**config.mk**
```make
export PLATFORM = sky130hd
export DESIGN_NAME = uint_muler
export DESIGN_NICKNAME = d
export VERILOG_FILES = /design/src/rtl/uint_muler_pkg.sv /design/src/rtl/uint_muler.sv
export SDC_FILE = /design/constraint.sdc
export NUM_CORES = 1
export LEC_CHECK = 0
export CAP_MARGIN = 25
export CORE_MARGIN = 2
export CORE_UTILIZATION = 53
export DETAILED_ROUTE_END_ITERATION = 10
export GPL_ROUTABILITY_DRIVEN = 0
export GPL_TIMING_DRIVEN = 0
export PLACE_DENSITY = 0.78
export SLEW_MARGIN = 20
export SYNTH_ARGS = -nofsm -noshare
export SYNTH_HDL_FRONTEND = slang
export SYNTH_SLANG_ARGS = --single-unit
```
**constraint.sdc**
```tcl
create_clock -name clk -period 4.72 [get_ports clk]
set_clock_uncertainty 0.2 [all_clocks]
set_input_delay 1.416 -clock clk [delete_from_list [all_inputs] [get_ports clk]]
set_output_delay 1.416 -clock clk [all_outputs]
set_load 0.05 [all_outputs]
```
**src/rtl/uint_muler_pkg.sv**
```systemverilog
// Shared width and FSM encodings for the uint_muler / uint_diver arithmetic blocks.
`ifndef DATAWIDTH
`define DATAWIDTH 32
`endif

package uint_muler_pkg;
    localparam int DATAWIDTH = `DATAWIDTH;

    typedef enum logic [1:0] {
        IDLE = 2'd0,
        BUSY = 2'd1,
        DONE = 2'd2
    } muler_state_t;
endpackage

```
**src/rtl/uint_muler.sv**
```systemverilog
// Iterative shift-add unsigned multiplier: fixed datawidth iterations, result
// held in DONE until muler_en drops; dropping muler_en while BUSY aborts.
module uint_muler
    import uint_muler_pkg::*;
#(
    parameter int datawidth = DATAWIDTH
) (
    input  logic                 clk,
    input  logic                 rst,
    input  logic                 muler_en,
    input  logic [datawidth-1:0] multiplicand,
    input  logic [datawidth-1:0] multiplier,
    output logic [datawidth-1:0] product_hi,
    output logic [datawidth-1:0] product_lo,
    output logic                 busy,
    output logic                 end_flag
);
    localparam int CNT_W = $clog2(datawidth) + 1;
    localparam logic [CNT_W-1:0] LAST = CNT_W'(datawidth);

    muler_state_t state, next_state;

    logic [2*datawidth-1:0] a_sh;
    logic [2*datawidth-1:0] acc;
    logic [datawidth-1:0]   b_sh;
    logic [CNT_W-1:0]       cnt;

    always_ff @(posedge clk) begin
        if (rst) state <= IDLE;
        else     state <= next_state;
    end

    always_comb begin
        next_state = state;
        case (state)
            IDLE: if (muler_en) next_state = BUSY;
            BUSY: begin
                if (!muler_en)        next_state = IDLE;
                else if (cnt == LAST) next_state = DONE;
            end
            DONE: if (!muler_en) next_state = IDLE;
            default: next_state = IDLE;
        endcase
    end

    // Datapath: the extra BUSY cycle with cnt==LAST transfers acc to the outputs.
    always_ff @(posedge clk) begin
        if (rst) begin
            a_sh       <= '0;
            b_sh       <= '0;
            acc        <= '0;
            cnt        <= '0;
            product_hi <= '0;
            product_lo <= '0;
        end else begin
            case (state)
                IDLE: begin
                    if (muler_en) begin
                        a_sh <= {{datawidth{1'b0}}, multiplicand};
                        b_sh <= multiplier;
                        acc  <= '0;
                        cnt  <= '0;
                    end
                end
                BUSY: begin
                    if (muler_en && cnt != LAST) begin
                        if (b_sh[0]) acc <= acc + a_sh;
                        a_sh <= a_sh << 1;
                        b_sh <= b_sh >> 1;
                        cnt  <= cnt + CNT_W'(1);
                    end else if (muler_en) begin
                        product_hi <= acc[2*datawidth-1:datawidth];
                        product_lo <= acc[datawidth-1:0];
                    end
                end
                default: ;
            endcase
        end
    end

    assign busy     = (state == BUSY);
    assign end_flag = (state == DONE);
endmodule

```
==> metrics <==
largest net degree at the start of global routing=14; Setup violations, final=0; Syn Inst Count=1546; DR WL/cell=16.2 µm; Final ANT Viol Nets=0; Rel. slew slack=0.402; endpoint class of the critical path=output port; fin crit period=4.57 ns; hold slack=0.252 ns; Min-Delay Path Class=reg2reg; f_max=219 MHz; Post-Layout Cell Count=2005; 1st-iter DRT viols=628; # Post-CTS Setup Buffers=0; fraction of layout cells with a size suffix above 1=0.0407; slowest cell on the critical path=clkdlybuf4s50_1; Compound-Gate Fraction of Synth Area=0.251; NetSw=1.04 mW; Synth Area in Simple Gates=0.204; core area=22500 µm²; Peak VDD IR=0.000214 V; Comb pwr share=0.081; Total Power=4.41 mW; Worst Path Class, Setup=reg2out; RSZ-0062 raised after global routing=false; total track usage=0.268; Via Count=11597; layout filler cell count=1940; Root Driver=clkbuf_16; Critical Path AT=2.96 ns; Internal=3.37 mW; Fin. Hold Viols=0; multi-input logic area=6880 µm²; worst skew pair latency=0.52 ns; CP delay by family, top=buffers and inverters; fin. max-slew vios=0; Die W=155 µm; drt drc=0; Crit path depth=5; Chip Height=155 µm; final WL=32600 µm; initial antenna violation count=1; CP startpoint kind=flop; clock power share=0.456; syn_area_per_cell=7.80 µm²; Most used DFF post-synth=dfxtp_1; YS warnings=0; switch share=0.237; mux cell area share after synthesis=0.00166; die area=24000 µm²; H-tree depth=1; commonest non-fill, non-tap cell in the layout=nand2_1; dpl cells=1963; Synthesized Nets=1679; Vias/cell=5.78; ys async rst share=0; Yosys reg bits=232; setup_tns=0 ns; Setup WS post-layout=0.146 ns; fin crit share=0.969; TritonCTS clock tree=yes; Place WS=0.273 ns; Worst-path clk slew=0.06 ns; Cell Chain, Critical Path=nand2b_1, clkbuf_1, inv_1, clkbuf_2, clkdlybuf4s50_1; Mapped Area=12100 µm²; commonest cells after routing, fill and taps aside=nand2_1 (330), dfxtp_1 (232), nor2_1 (169); Post-synth EDFFs=0; CP bufs+invs=4; largest family of logic cells by synthesized area=compound AO/OA/AOI/OAI gates; GRT overflow=0; IO Count=133; Seq pwr share=0.462; Max stage delay on crit path=0.87 ns; first-pass GRT wire length=53100 µm; CTS Sinks=232; Initial Util=0.536; xor/xnor cell area share of the yosys netlist=0.0443; final net count=1837; # port buffers=132; Static Leak=5.71 nW; hold path cells=2; status=finished clean; maximum buffer depth of the clock tree=3; Netlist cell types=65; post-DP HPWL=24400 µm; CP Max Fanout=12; Power Density=303 nW/µm²; vias in the first global route=10814; FF-to-FF path depth=13; Critical Path RT=3.10 ns; register area share after synthesis=0.385; area grow syn2layout=21.0%; row count=55; worst slew pin tran=0.897 ns; diode count=0; maxcap violations=0; CTS Buf Count=25; Adder-Cell Fraction of Synth Area=0.0691; Storage cell area=4640 µm²; DR pass1 iterations=5
-- power by group through the flow --
stage          Clock (mW)  Sequential (mW)  Combinational (mW)
2_1_floorplan           0             2.07               0.224
3_3_place_gp            0             2.08               0.345
3_5_place_dp            0             2.08               0.353
4_1_cts              2.04             2.04               0.356
5_1_grt              2.12             2.04               0.396
6_report             2.01             2.04               0.358
-- kinds of logic (layout without fill, tap and decap cells) --
group           after synthesis  after routing
buf+inv                     137            311
simple gates                596            596
xor+xnor                     61             61
fa+ha+maj                    66             66
mux                           2              2
flops                       232            232
compound gates              452            452
-- sequential cells by signal, indices dropped and copies added (netlist names) --
register / flops
a_sh: 64
acc: 64
b_sh: 32
cnt: 6
product_hi: 32
product_lo: 32
state: 2
-- timing repair --
| action | CTS | global route |
|---|---|---|
| hold buffers | 0 | 0 |
| setup endpoints to repair | 1 | 0 |
| gates resized for setup | 1 | 0 |
-- final timing paths --
check,end,start,slack (ns)
setup / recovery,busy,state[0],0.15
hold / removal,product_hi[31],product_hi[31],0.25
setup reg to reg,acc[56],a_sh[0],1.02
hold reg to reg,product_hi[31],product_hi[31],0.25
-- metrics by stage --
stage / instance area [µm²] / utilization
after detailed placement: 13700 / 0.610
after CTS: 14600 / 0.648
after floorplan: 12100 / -
after global routing: 14600 / 0.648
final: 14600 / 0.648
after global placement: 13700 / 0.610
-- cell type report --
type | count | share of cell area
plain buffers | 107 | 0.0288
clock buffers | 33 | 0.0491
clock inverters | 10 | 0.00918
inverters | 29 | 0.00747
multi-input cells | 1177 | 0.472
flip-flops and latches | 232 | 0.319
well taps | 285 | 0.0245
repair buffers | 132 | 0.0906
-- synth_stat cells (all sizes together) (10+ instances only) --
cell type	count	area, µm²
dfxtp	232	4640
a21oi	145	729
nor2	169	634
a22oi	63	473
inv	29	109
a21o	42	318
o21bai	19	143
nand3	11	55.1
clkbuf	94	353
ha	65	813
nor3	14	70.1
nand2	330	1240
nand4	25	156
a311oi	63	558
buf	14	70.1
o21ai	61	305
xor2	29	254
xnor2	32	280
or2	10	62.6
-- per-layer routing --
metal | global-route usage | share of wire
met1 | 0.347 | 0.44
met2 | 0.452 | 0.45
met3 | 0.0513 | 0.073
met4 | 0.0833 | 0.029
met5 | 0 | 0.00040
-- tightest hold or removal path, cell delays in order (launching register included) --
cell and delay [ns]:
dfxtp_1 0.30, nand2_1 0.05, a21oi_1 0.05
Power figures use the tool's default switching activity.
